<file path="src/rtl/host_frame_assembler_if.sv">
// ---------------------------------------------------------------------------
// host_frame_assembler_if
// Bundles the byte stream from the UART receiver, the clearDR handshake from
// the sandbox process and the assembled-word outputs into one interface.
//   master : drives rxByteValid/rxByte/clearDR, observes the word outputs
//   slave  : the assembler side (consumes bytes, presents the word)
// Signals:
//   rxByteValid  one-cycle strobe, rxByte holds a new received byte
//   rxByte       received byte
//   clearDR      the process has consumed the current word
//   dataReceived control/inputData hold a complete, valid frame
//   control      assembled control byte
//   inputData    assembled data word, first data byte in bits [7:0]
//   frameError   one-cycle pulse on timeout or checksum failure
//   rxOverrun    one-cycle pulse when a byte is dropped while a word is held
// ---------------------------------------------------------------------------
interface host_frame_assembler_if;
  logic        rxByteValid;
  logic [7:0]  rxByte;
  logic        clearDR;
  logic        dataReceived;
  logic [7:0]  control;
  logic [31:0] inputData;
  logic        frameError;
  logic        rxOverrun;

  modport master (
    output rxByteValid, rxByte, clearDR,
    input  dataReceived, control, inputData, frameError, rxOverrun
  );

  modport slave (
    input  rxByteValid, rxByte, clearDR,
    output dataReceived, control, inputData, frameError, rxOverrun
  );
endinterface

</file>
<file path="src/rtl/host_frame_assembler.sv">
// ---------------------------------------------------------------------------
// host_frame_assembler
// Assembles framed host commands from the UART byte stream:
//   SYNC, CTRL, D0, D1, D2, D3 [, CHK]
// into an 8-bit control byte and a 32-bit data word (D0 in bits [7:0]).
// The word is flagged with dataReceived and held until the sandbox process
// answers with clearDR; a new frame is only hunted for once clearDR drops.
//
// Optional feature: define FRAME_CHECKSUM_EN to require a trailing byte equal
// to CTRL^D0^D1^D2^D3. Without it, D3 commits the frame directly.
//
// Ports:
//   masterClock  operating clock
//   reset        synchronous, active-low reset
//   hbus         host_frame_assembler_if.slave (byte stream in, word out)
// ---------------------------------------------------------------------------
module host_frame_assembler #(
  parameter logic [7:0]  FRAME_SYNC     = 8'hA5,
  parameter int unsigned TIMEOUT_CYCLES = 1000000,
  parameter int unsigned TO_W           = 20
) (
  input  logic                 masterClock,
  input  logic                 reset,
  host_frame_assembler_if.slave hbus
);

  typedef enum logic [2:0] {
    ST_HUNT    = 3'd0,
    ST_CTRL    = 3'd1,
    ST_DATA    = 3'd2,
    ST_HOLD    = 3'd3,
    ST_RELEASE = 3'd4
`ifdef FRAME_CHECKSUM_EN
    , ST_CHK   = 3'd5
`endif
  } state_e;

  localparam logic [TO_W-1:0] TO_LAST = TO_W'(TIMEOUT_CYCLES - 1);

`ifdef FRAME_CHECKSUM_EN
  // XOR over the control byte and the four data bytes of a frame.
  function automatic logic [7:0] frame_checksum(input logic [7:0]  ctrl,
                                                input logic [31:0] data);
    frame_checksum = ctrl ^ data[7:0] ^ data[15:8] ^ data[23:16] ^ data[31:24];
  endfunction
`endif

  state_e           state_q, state_d;
  logic [1:0]       byte_cnt_q, byte_cnt_d;
  logic [TO_W-1:0]  to_cnt_q, to_cnt_d;
  logic [7:0]       ctrl_sh_q, ctrl_sh_d;
  logic [31:0]      data_sh_q, data_sh_d;
  logic [7:0]       control_q, control_d;
  logic [31:0]      input_data_q, input_data_d;
  logic             data_received_q, data_received_d;
  logic             frame_error_q, frame_error_d;
  logic             rx_overrun_q, rx_overrun_d;

  // Inter-byte timer expiry: only meaningful while inside a frame.
  logic             to_expire_s;
  assign to_expire_s = (to_cnt_q == TO_LAST);

  // Next-state and output computation for the frame FSM.
  always_comb begin
    state_d       = state_q;
    byte_cnt_d    = byte_cnt_q;
    to_cnt_d      = to_cnt_q;
    ctrl_sh_d     = ctrl_sh_q;
    data_sh_d     = data_sh_q;
    control_d     = control_q;
    input_data_d  = input_data_q;
    frame_error_d = 1'b0;
    rx_overrun_d  = 1'b0;

    case (state_q)
      ST_HUNT: begin
        to_cnt_d = '0;
        if (hbus.rxByteValid && (hbus.rxByte == FRAME_SYNC)) begin
          state_d = ST_CTRL;
        end else begin
          state_d = ST_HUNT;
        end
      end

      ST_CTRL: begin
        // A byte in the same cycle as expiry wins over the timeout.
        if (hbus.rxByteValid) begin
          ctrl_sh_d  = hbus.rxByte;
          byte_cnt_d = 2'd0;
          to_cnt_d   = '0;
          state_d    = ST_DATA;
        end else if (to_expire_s) begin
          frame_error_d = 1'b1;
          to_cnt_d      = '0;
          ctrl_sh_d     = 8'h00;
          data_sh_d     = 32'h0000_0000;
          state_d       = ST_HUNT;
        end else begin
          to_cnt_d = to_cnt_q + TO_W'(1);
        end
      end

      ST_DATA: begin
        if (hbus.rxByteValid) begin
          data_sh_d[{byte_cnt_q, 3'b000} +: 8] = hbus.rxByte;
          byte_cnt_d = byte_cnt_q + 2'd1;
          to_cnt_d   = '0;
          if (byte_cnt_q == 2'd3) begin
`ifdef FRAME_CHECKSUM_EN
            state_d = ST_CHK;
`else
            control_d    = ctrl_sh_q;
            input_data_d = data_sh_d;
            state_d      = ST_HOLD;
`endif
          end else begin
            state_d = ST_DATA;
          end
        end else if (to_expire_s) begin
          frame_error_d = 1'b1;
          to_cnt_d      = '0;
          ctrl_sh_d     = 8'h00;
          data_sh_d     = 32'h0000_0000;
          state_d       = ST_HUNT;
        end else begin
          to_cnt_d = to_cnt_q + TO_W'(1);
        end
      end

`ifdef FRAME_CHECKSUM_EN
      ST_CHK: begin
        if (hbus.rxByteValid) begin
          to_cnt_d = '0;
          if (hbus.rxByte == frame_checksum(ctrl_sh_q, data_sh_q)) begin
            control_d    = ctrl_sh_q;
            input_data_d = data_sh_q;
            state_d      = ST_HOLD;
          end else begin
            frame_error_d = 1'b1;
            ctrl_sh_d     = 8'h00;
            data_sh_d     = 32'h0000_0000;
            state_d       = ST_HUNT;
          end
        end else if (to_expire_s) begin
          frame_error_d = 1'b1;
          to_cnt_d      = '0;
          ctrl_sh_d     = 8'h00;
          data_sh_d     = 32'h0000_0000;
          state_d       = ST_HUNT;
        end else begin
          to_cnt_d = to_cnt_q + TO_W'(1);
        end
      end
`endif

      ST_HOLD: begin
        // The held word is never overwritten; extra bytes are dropped.
        rx_overrun_d = hbus.rxByteValid;
        if (hbus.clearDR) begin
          state_d = ST_RELEASE;
        end else begin
          state_d = ST_HOLD;
        end
      end

      ST_RELEASE: begin
        // Hunting resumes only after clearDR drops, so a new word can never
        // be flagged while the process still asserts clearDR.
        rx_overrun_d = hbus.rxByteValid;
        if (!hbus.clearDR) begin
          state_d = ST_HUNT;
        end else begin
          state_d = ST_RELEASE;
        end
      end

      default: begin
        state_d  = ST_HUNT;
        to_cnt_d = '0;
      end
    endcase

    data_received_d = (state_d == ST_HOLD);
  end

  // State, shadow and output registers with synchronous active-low reset.
  always_ff @(posedge masterClock) begin
    if (!reset) begin
      state_q         <= ST_HUNT;
      byte_cnt_q      <= 2'd0;
      to_cnt_q        <= '0;
      ctrl_sh_q       <= 8'h00;
      data_sh_q       <= 32'h0000_0000;
      control_q       <= 8'h00;
      input_data_q    <= 32'h0000_0000;
      data_received_q <= 1'b0;
      frame_error_q   <= 1'b0;
      rx_overrun_q    <= 1'b0;
    end else begin
      state_q         <= state_d;
      byte_cnt_q      <= byte_cnt_d;
      to_cnt_q        <= to_cnt_d;
      ctrl_sh_q       <= ctrl_sh_d;
      data_sh_q       <= data_sh_d;
      control_q       <= control_d;
      input_data_q    <= input_data_d;
      data_received_q <= data_received_d;
      frame_error_q   <= frame_error_d;
      rx_overrun_q    <= rx_overrun_d;
    end
  end

  assign hbus.dataReceived = data_received_q;
  assign hbus.control      = control_q;
  assign hbus.inputData    = input_data_q;
  assign hbus.frameError   = frame_error_q;
  assign hbus.rxOverrun    = rx_overrun_q;

endmodule
</file>
<file path="src/flat_wrapper.sv">
// flat-port wrapper written by rule: the top's interface ports become plain ports
module host_frame_assembler_flat 
#(
  parameter logic [7:0]  FRAME_SYNC     = 8'hA5,
  parameter int unsigned TIMEOUT_CYCLES = 1000000,
  parameter int unsigned TO_W           = 20
)
  (masterClock, reset, hbus_rxByteValid, hbus_rxByte, hbus_clearDR, hbus_dataReceived, hbus_control, hbus_inputData, hbus_frameError, hbus_rxOverrun);
  host_frame_assembler_if hbus_i ();
  input  logic masterClock;
  input  logic reset;
  input wire logic [$bits(hbus_i.rxByteValid)-1:0] hbus_rxByteValid;
  input wire logic [$bits(hbus_i.rxByte)-1:0] hbus_rxByte;
  input wire logic [$bits(hbus_i.clearDR)-1:0] hbus_clearDR;
  output wire logic [$bits(hbus_i.dataReceived)-1:0] hbus_dataReceived;
  output wire logic [$bits(hbus_i.control)-1:0] hbus_control;
  output wire logic [$bits(hbus_i.inputData)-1:0] hbus_inputData;
  output wire logic [$bits(hbus_i.frameError)-1:0] hbus_frameError;
  output wire logic [$bits(hbus_i.rxOverrun)-1:0] hbus_rxOverrun;
  assign hbus_i.rxByteValid = hbus_rxByteValid;
  assign hbus_i.rxByte = hbus_rxByte;
  assign hbus_i.clearDR = hbus_clearDR;
  assign hbus_dataReceived = hbus_i.dataReceived;
  assign hbus_control = hbus_i.control;
  assign hbus_inputData = hbus_i.inputData;
  assign hbus_frameError = hbus_i.frameError;
  assign hbus_rxOverrun = hbus_i.rxOverrun;
  host_frame_assembler #(.FRAME_SYNC(FRAME_SYNC), .TIMEOUT_CYCLES(TIMEOUT_CYCLES), .TO_W(TO_W)) u_core (.masterClock(masterClock), .reset(reset), .hbus(hbus_i));
endmodule
</file>
<file path="config.mk">
export PLATFORM = sky130hd
export DESIGN_NAME = host_frame_assembler_flat
export DESIGN_NICKNAME = d
export VERILOG_FILES = /design/src/rtl/host_frame_assembler_if.sv /design/src/rtl/host_frame_assembler.sv /design/src/flat_wrapper.sv
export SDC_FILE = /design/constraint.sdc
export NUM_CORES = 1
export LEC_CHECK = 0
export CAP_MARGIN = 20
export CORE_MARGIN = 1.5
export CORE_UTILIZATION = 35
export CTS_BUF_LIST = sky130_fd_sc_hd__clkbuf_16
export CTS_CLUSTER_SIZE = 12
export DETAILED_ROUTE_END_ITERATION = 12
export DONT_BUFFER_PORTS = 1
export PLACE_DENSITY = 0.58
export SETUP_SLACK_MARGIN = 0.5
export SYNTH_ARGS = -nofsm -noshare
export SYNTH_HDL_FRONTEND = slang
export SYNTH_SLANG_ARGS = --single-unit
</file>
<file path="constraint.sdc">
create_clock -name masterClock -period 2.3 [get_ports masterClock]
set_input_delay 0.46 -clock masterClock [delete_from_list [all_inputs] [get_ports masterClock]]
set_output_delay 0.46 -clock masterClock [all_outputs]
set_load 0.01 [all_outputs]
</file>
==> results of run 1 <==
-- critical path, delay by kind of cell (launching register included) --
family,cells,cell delay (ns)
compound gates,2,0.49
fa+ha+maj,1,0.20
buf+inv,1,0.17
simple gates,2,0.40
flops,1,0.37
-- where the power goes --
part / switching (mW) / internal [mW]
logic: 0.0353 / 0.0153
clock network: 0.747 / 0.753
registers: 0.000195 / 1.86
-- logic make-up (layout without fill, tap and decap cells) --
| logic type | Yosys count | in the layout | share of synthesized area, % |
|---|---|---|---|
| xor+xnor | 4 | 4 | 0.883 |
| simple gates | 173 | 173 | 21.3 |
| buf+inv | 40 | 47 | 5.24 |
| flops | 108 | 108 | 44.9 |
| compound gates | 169 | 169 | 25.7 |
| fa+ha+maj | 7 | 7 | 1.82 |
| mux | 1 | 1 | 0.208 |
-- area by class of cell --
class	count	share of cell area (%)
timing repair buffer	23	3.72
inverter	8	0.624
multi-input combinational	354	46.1
sequential	108	40.2
clock inverter	7	1.11
tap	176	4.07
clock buffer	9	4.16
-- per-layer routing --
metal | up-vias | track usage, % | part of all wire, %
met1 | 1826 | 22.6 | 47
met3 | 10 | 4.29 | 6.1
met4 | 0 | 7.43 | 1.2
met2 | 73 | 25.1 | 45
met5 | - | 0 | 0
li1 | 1878 | - | -
-- timing repair --
action / in CTS / in global routing
buffers inserted: 0 / 7
pin swaps: 0 / 3
hold buffers: 0 / 0
gates resized for setup: 14 / 18
endpoints found under the setup margin: 97 / 89
cloned: 0 / 0
-- Yosys cell counts (2+ instances only) --
library cell / count
buf_2: 6
xnor2_1: 2
o2bb2ai_1: 32
o211a_1: 3
a211oi_1: 32
nor4_1: 4
o211ai_1: 2
nor2b_1: 28
buf_4: 5
nor4bb_1: 2
and4_1: 4
nand4_1: 4
and2_1: 3
nor2_1: 35
nand2_1: 31
and2b_1: 6
or4_1: 7
o2bb2a_1: 4
o21a_1: 6
and3_1: 7
buf_6: 10
a22o_1: 9
dfxtp_1: 108
ha_1: 7
and3b_1: 2
nand3_1: 9
inv_1: 8
o21ai_0: 6
nor3_1: 7
or3_1: 2
nand3_2: 2
o21ai_1: 3
o31ai_1: 5
a22oi_1: 6
nor4b_2: 2
a21oi_1: 46
nand2b_1: 4
clkbuf_1: 9
o31a_1: 3
-- per-stage QoR --
step	instance area [µm²]	total power [mW]	worst slack, ns	utilization (%)	std cells
after floorplan	4820	1.96	0.414	-	502
after global placement	4960	1.96	0.356	37.2	662
after detailed placement	4960	1.96	0.298	37.2	662
after CTS	5310	3.46	0.462	39.8	678
after global routing	5420	3.54	0.481	40.6	685
final	5420	3.41	0.551	40.6	685
-- cell usage in the layout (no fill, tap or decap), types with 9 or more instances in the layout --
master	Yosys	final
a211oi_1	32	30
a21oi_1	46	45
a22o_1	9	9
buf_4	5	20
clkbuf_16	0	9
dfxtp_1	108	100
nand2_1	31	31
nor2_1	35	35
nor2b_1	28	28
o2bb2ai_1	32	32
-- state kept, by name, summed over array words and instances (netlist names), 2 cells and up --
name	count
u_core.byte_cnt_q	2
u_core.state_q	3
u_core.data_sh_q	32
u_core.hbus.inputData	32
u_core.hbus.control	8
u_core.to_cnt_q	20
u_core.ctrl_sh_q	8
-- how the worst min path moves through the flow --
stage                                 to
floorplan            u_core.data_sh_q[0]
global placement    u_core.data_sh_q[29]
detailed placement   u_core.data_sh_q[8]
CTS                    u_core.state_q[0]
global route           u_core.state_q[0]
finish                 u_core.state_q[0]
==> metrics.txt, run 1 <==
status completed; Syn Inst Count 502; DR vias 3,787; Buffers on Ports 0; grt total ovfl 0; Critical Path RT 2.54 ns; Fillers 1,313; FP Rows 42; Slew @ Worst Pin 0.491 ns; Worst setup SP type register; htree depth 3; RSZ-0062 raised after global routing true; CTS tree done; clock tree root buffer cell clkbuf_16; crit end category register; slowest CP cell dfxtp_4; io pins 55; Hold Crit Class in2reg; Worst Hold Path Cells 1; Async SR Flop Fraction 0%; core area 13,300 µm²; die width 120 µm; register area share after synthesis 44.9%; maximum buffer depth of the clock tree 2; Leak 1.80 nW; kind of critical path reg2reg; drt wl/cell 17.1 µm; CP max FO 7; fmax 572 MHz; endpoints failing hold 0; Antenna diodes 0; first-pass GRT wire length 19,000 µm; Die H 120 µm; Sum Neg Setup Slack 0 ns; synthesis warning total 0; min-delay src reset; # DRC 0; largest cells by area after synthesis dfxtp_1 45%, o2bb2ai_1 5.8%, a211oi_1 5.0%, a21oi_1 4.8%, nor2b_1 3.6%; RR Endpoint u_core.hbus.dataReceived; Max Cap Viol 0; Slew Limit Headroom 67.2%; synthesized net count 521; total clock sinks 108; Synth Flop Type dfxtp_1; NumNets Final 523; number of synthesized flops with an enable pin 0; Detail Placement HPWL 7770 µm; Tot GR Track Use 16.7%; fraction of final layout cells sized beyond drive strength 1 15.7%; mapped cell area 4820 µm²; drt first pass iters 4; Tmin final 1.75 ns; Avg Cell Area, Syn 9.60 µm²; DRT iter0 DRCs 269; Vias/cell 5.53; post-synth top area cell dfxtp_1; max incr delay on CP 0.37 ns; FF-to-FF path depth 6; reg2reg start u_core.to_cnt_q[0]; register area 2180 µm²; largest net degree at the start of global routing 47; CP Cell Sequence ha_2 -> and3_4 -> nand4_1 -> buf_6 -> o31a_1 -> o211a_1; Die Area 14,500 µm²; r2r setup slk 0.55 ns; Multi-input gate area 2500 µm²; Critical Path AT 1.99 ns; fin crit share 76.1%; Critical Path Start u_core.to_cnt_q[0]; ANT nets after route 0; post-synth top area share 44.9%; initial core utilization 36.1%; clock latency at the later pin of the worst-skew pair 0.35 ns; clk_skew 0.0116 ns; RD Place Congestion 0.827; crit path to u_core.hbus.dataReceived; Power Density 630 nW/µm²; CTS buffer count 9; Final Setup Violations 0; hold slack 0.220 ns; initial antenna violation count 0; flops & latches, synth 108; clock-pin transition on the worst setup and hold timing paths 0.08 ns; vias in the first global route 3,570; area grow syn2layout 12.4%; routed wire length 11,700 µm; fin. max-slew vios 0; Peak VDD IR 0.405 mV; post-synth cell types 70
(Power assumes the default switching activity.)
==> inputs of run 2 (changes only) <==
Clock period 2.3 ns to 1.7 ns, I/O delays scaled along.
==> metrics.txt, run 2 (synthesized netlist as in run 1, its figures left out) <==
status completed (unchanged); Max Cap Viol 0 (unchanged); Critical Path RT 1.99 ns (was 2.54 ns); Hold EP u_core.byte_cnt_q[0] (was u_core.state_q[0]); Buffers on Ports 0 (unchanged); endpoints failing hold 0 (unchanged); r2r setup slk 0.03 ns (was 0.55 ns); routed wire length 14,400 µm (was 11,700 µm); DRT iter0 DRCs 246 (was 269); first-pass GRT wire length 22,000 µm (was 19,000 µm); Power Density 668 nW/µm² (was 630 nW/µm²); Detail Placement HPWL 8850 µm (was 7770 µm); Worst setup SP type register (unchanged); area grow syn2layout 42.3% (was 12.4%); initial core utilization 36.1% (unchanged); clock latency at the later pin of the worst-skew pair 0.36 ns (was 0.35 ns); Critical Path AT 1.96 ns (was 1.99 ns); crit end category register (unchanged); Worst Hold Path Cells 1 (unchanged); clk_skew 0.00750 ns (was 0.0116 ns); FF-to-FF path depth 7 (was 6); fmax 599 MHz (was 572 MHz); CTS buffer count 9 (unchanged); Die Area 14,500 µm² (unchanged); RSZ-0062 raised after global routing true (unchanged); initial antenna violation count 0 (unchanged); RR Endpoint u_core.data_sh_q[2] (was u_core.hbus.dataReceived); Hold Crit Class in2reg (unchanged); clock tree root buffer cell clkbuf_16 (unchanged); NumNets Final 590 (was 523); hold slack 0.102 ns (was 0.220 ns); placed cell count 699 (was 662); commonest non-fill, non-tap cell in the layout dfxtp_1 (unchanged); grt total ovfl 0 (unchanged); Final Setup Violations 0 (unchanged); clock-pin transition on the worst setup and hold timing paths 0.07 ns (was 0.08 ns); Slew @ Worst Pin 0.377 ns (was 0.491 ns); Peak VDD IR 0.490 mV (was 0.405 mV); fin. max-slew vios 0 (unchanged); drt wl/cell 19.2 µm (was 17.1 µm); fin crit share 98.2% (was 76.1%); NetSw 1.03 mW (was 782 µW); Internal Power 3.55 mW (was 2.63 mW); Tmin final 1.67 ns (was 1.75 ns); total clock sinks 108 (unchanged); Tot GR Track Use 19.6% (was 16.7%); Slew Limit Headroom 74.9% (was 67.2%); FP Rows 42 (unchanged); maximum buffer depth of the clock tree 2 (unchanged); share of power burned in combinational logic 2.3% (was 1.5%); drt first pass iters 4 (unchanged); Die H 120 µm (unchanged); Net Sw Frac 22.6% (was 22.9%); Vias/cell 5.58 (was 5.53); Post-Layout Cell Count 752 (was 685); # DRC 0 (unchanged); Seq pwr share 55.0% (was 54.6%); Pwr Total 4.58 mW (was 3.41 mW); ANT nets after route 0 (unchanged); fraction of final layout cells sized beyond drive strength 1 43.4% (was 15.7%); htree depth 3 (unchanged); min-delay src reset (unchanged); most frequent cells in the layout 92 x dfxtp_1, 56 x buf_4, 35 x nor2_1 (was 100 x dfxtp_1, 45 x a21oi_1, 35 x nor2_1); reg2reg start u_core.to_cnt_q[0] (unchanged); Leak 2.39 nW (was 1.80 nW); CP max FO 8 (was 7); vias in the first global route 4,146 (was 3,570); DR vias 4,196 (was 3,787); CTS tree done (unchanged); die width 120 µm (unchanged); io pins 55 (unchanged); kind of critical path reg2reg (unchanged); largest net degree at the start of global routing 33 (was 47); clock network fraction of total power 42.7% (was 43.9%); RD Place Congestion 0.818 (was 0.827); Antenna diodes 0 (unchanged); core area 13,300 µm² (unchanged)
[run 2: changes by cell type in the layout (fill, tap and decap cells not counted), sizes merged]
cell and delta:
clkbuf +1, bufbuf +1, nand3 +1, buf +64
[run 2: critical path, stage by stage (launching register included)]
cell and delay, ns:
dfxtp_2 0.34, ha_4 0.15, and3_4 0.19, and4_4 0.16, a311oi_4 0.28, buf_4 0.19
clkbuf_16 0.17, o2bb2ai_1 0.12
[run 2: worst max-delay path by stage]
stage | from | endpoint | slack, ns | depth (start not counted)
detailed placement | u_core.state_q[0] | u_core.to_cnt_q[5] | 0.004 | 5
floorplan | u_core.to_cnt_q[1] | u_core.hbus.dataReceived | 0.07 | 6
finish | u_core.to_cnt_q[0] | u_core.data_sh_q[2] | 0.03 | 7
CTS | u_core.to_cnt_q[0] | u_core.to_cnt_q[16] | 0.08 | 6
global route | u_core.to_cnt_q[0] | u_core.data_sh_q[9] | -0.02 | 7
global placement | u_core.state_q[0] | u_core.to_cnt_q[5] | 0.05 | 5
[run 2: power by group through the flow]
stage	clock (mW)	combinational, mW	sequential (mW)
finish	1.95	0.107	2.52
global route	2.08	0.113	2.52
CTS	1.98	0.0812	2.52
detailed placement	0	0.0737	2.59
global placement	0	0.0716	2.59
floorplan	0	0.0686	2.59
[run 2: layer usage]
metal  wire (µm)  global-route usage (%)  up-vias  part of all wire [%]
met3         684                    4.91       30                   4.7
met5           0                       0        -                     0
li1            -                       -     2022                     -
met1        6210                    24.4     2059                    43
met4         394                    7.94        0                   2.7
met2        7110                    32.5       85                    49
[run 2: area by class of cell]
| type | count | area [µm²] |
|---|---|---|
| clock buffers | 9 | 225 |
| well taps | 176 | 220 |
| repair buffers | 89 | 942 |
| multi-input cells | 355 | 3190 |
| inverters | 8 | 37.5 |
| flip-flops and latches | 108 | 2200 |
| clock inverters | 7 | 42.5 |
| fillers | 1192 | 6490 |
[run 2: what timing repair did]
item	CTS	global route
cloned	3	4
setup buffers	16	14
pin swaps	38	36
gates resized for setup	84	62
hold buffers	0	0
setup endpoints to repair	108	108
[run 2: metrics by stage]
step	util, %	setup WS [ns]	setup TNS [ns]	area, µm²
after floorplan	-	0.0665	0	5090
final	51.4	0.0309	0	6860
after CTS	48.0	0.0778	0	6400
after detailed placement	41.6	0.00404	0	5550
after global routing	51.4	-0.0193	-0.172	6860
after global placement	41.6	0.0462	0	5550
==> inputs of run 3 (changes only) <==
==> constraint.sdc (replaced) <==
create_clock -name masterClock -period 1.7 [get_ports masterClock]
set_input_delay 0.17 -clock masterClock [delete_from_list [all_inputs] [get_ports masterClock]]
set_output_delay 0.17 -clock masterClock [all_outputs]
set_load 0.01 [all_outputs]
==> metrics.txt, run 3 (synthesized netlist as in run 1, its figures left out) <==
status completed (unchanged); ANT nets after route 0 (unchanged); crit end category register (unchanged); DRT iter0 DRCs 241 (was 246); Finished Core Util 57.8% (was 51.4%); Antenna diodes 0 (unchanged); DR vias 4,462 (was 4,196); largest net degree at the start of global routing 26 (was 33); endpoints failing hold 0 (unchanged); clock tree root buffer cell clkbuf_16 (unchanged); drt wl/cell 20.3 µm (was 19.2 µm); clock-pin transition on the worst setup and hold timing paths 0.08 ns (was 0.07 ns); io pins 55 (unchanged); Critical Path AT 1.96 ns (about the same); Die H 120 µm (unchanged); Hold Crit Class in2reg (unchanged); Net Sw Frac 23.5% (was 22.6%); routed wire length 16,100 µm (was 14,400 µm); clock latency at the later pin of the worst-skew pair 0.36 ns (about the same); hold slack 0.00681 ns (was 0.102 ns); Detail Placement HPWL 9000 µm (was 8850 µm); Slew @ Worst Pin 0.452 ns (was 0.377 ns); Vias/cell 5.63 (was 5.58); commonest non-fill, non-tap cell in the layout dfxtp_1 (unchanged); kind of critical path reg2reg (unchanged); CTS buffer count 9 (unchanged); Final Setup Violations 0 (unchanged); Power Density 626 nW/µm² (was 668 nW/µm²); Sum Neg Setup Slack 0 ns (unchanged); RSZ-0062 raised after global routing true (unchanged); # DRC 0 (unchanged); Buffers on Ports 0 (unchanged); Worst Hold Path Cells 2 (was 1); htree depth 3 (unchanged); Slew Limit Headroom 69.8% (was 74.9%); CP max FO 7 (was 8); initial core utilization 36.1% (unchanged); CTS tree done (unchanged); die width 120 µm (unchanged); clk_skew 0.0107 ns (was 0.00750 ns); Critical Path RT 2.00 ns (was 1.99 ns); Die Area 14,500 µm² (unchanged); Internal Power 3.70 mW (was 3.55 mW); Tmin final 1.66 ns (was 1.67 ns); Tot GR Track Use 20.9% (was 19.6%); share of power burned in combinational logic 4.0% (was 2.3%); area grow syn2layout 60.1% (was 42.3%); Seq pwr share 52.3% (was 55.0%); first-pass GRT wire length 23,600 µm (was 22,000 µm); NumNets Final 630 (was 590); FF-to-FF path depth 7 (unchanged); Leak 2.84 nW (was 2.39 nW); total clock sinks 108 (unchanged); Peak VDD IR 0.552 mV (was 0.490 mV); FP Rows 42 (unchanged); vias in the first global route 4,422 (was 4,146); RD Place Congestion 0.908 (was 0.818); fin crit share 97.9% (was 98.2%); NetSw 1.13 mW (was 1.03 mW); Worst setup SP type register (unchanged); grt total ovfl 0 (unchanged); most frequent cells in the layout 94 x dfxtp_1, 57 x buf_4, 35 x buf_6 (was 92 x dfxtp_1, 56 x buf_4, 35 x nor2_1); fmax 601 MHz (was 599 MHz); Max Cap Viol 0 (unchanged); clock network fraction of total power 43.7% (was 42.7%); initial antenna violation count 1 (was 0); core area 13,300 µm² (unchanged); fin. max-slew vios 0 (unchanged); fraction of final layout cells sized beyond drive strength 1 54.7% (was 43.4%); drt first pass iters 4 (unchanged); maximum buffer depth of the clock tree 2 (unchanged)
[run 3: changes by cell type in the layout (fill, tap and decap cells not counted), moves of 4 or more]
cell,delta
o2bb2ai_2,+28
o2bb2ai_1,-27
dlygate4sd3_1,+19
buf_6,+16
nor2_1,-12
nor2_4,+11
a21oi_1,-8
nand2_1,-8
nand2_4,+8
a21oi_2,+6
a211oi_1,-5
a211oi_2,+5
dfxtp_4,-4
[run 3: routing by layer]
layer  track usage, %  up-vias  routed length (µm)
li1                 -     2105                   -
met1             25.2     2205                6700
met2             35.5      122                8020
met3             5.90       30                 907
met4             8.01        0                 431
met5                0        -                   0
[run 3: critical path, stage by stage, from the launching register on]
cell and delay, ns:
dfxtp_2 0.35, buf_12 0.13, and4bb_2 0.27, buf_6 0.13, a311oi_4 0.25, buf_6 0.20
clkbuf_16 0.17, o2bb2ai_2 0.10
[run 3: path summary, 6_finish.rpt]
path	startpoint	endpoint	slack (ns)
setup / recovery	u_core.state_q[0]	u_core.data_sh_q[18]	0.04
hold / removal	hbus_rxByte[7]	u_core.data_sh_q[7]	0.007
setup reg to reg	u_core.state_q[0]	u_core.data_sh_q[18]	0.04
hold reg to reg	u_core.ctrl_sh_q[0]	u_core.hbus.control[0]	0.47
[run 3: timing repair]
item | CTS | global route
setup endpoints to repair | 107 | 108
gates resized for setup | 118 | 140
pin swaps | 55 | 57
hold endpoints to repair | 23 | 14
setup buffers | 36 | 8
hold buffers | 11 | 8
gates cloned | 8 | 1
[run 3: area by class of cell]
cell class              count  area [µm²]
fillers                  1058        5630
multi-input cells         355        3580
flip-flops and latches    108        2180
repair buffers            129        1400
clock buffers              10         250
well taps                 176         220
clock inverters             6        45.0
inverters                   8        40.0
[run 3: power by group through the flow]
stage          combinational, mW  sequential, mW  clock [mW]
6_report                   0.195            2.52        2.11
2_1_floorplan             0.0660            2.59           0
3_3_place_gp              0.0733            2.59           0
3_5_place_dp              0.0741            2.59           0
4_1_cts                    0.132            2.52        2.13
5_1_grt                    0.202            2.52        2.24
[run 3: per-stage QoR]
| stage | setup slack [ns] | std cells | power (mW) | cell area (µm²) |
|---|---|---|---|---|
| global route | -0.0177 | 792 | 4.97 | 7720 |
| global placement | -0.0224 | 704 | 2.66 | 5550 |
| CTS | 0.0659 | 775 | 4.79 | 6870 |
| detailed placement | -0.0595 | 704 | 2.66 | 5550 |
| floorplan | 0.0665 | 502 | 2.65 | 5080 |
| finish | 0.0361 | 792 | 4.83 | 7720 |
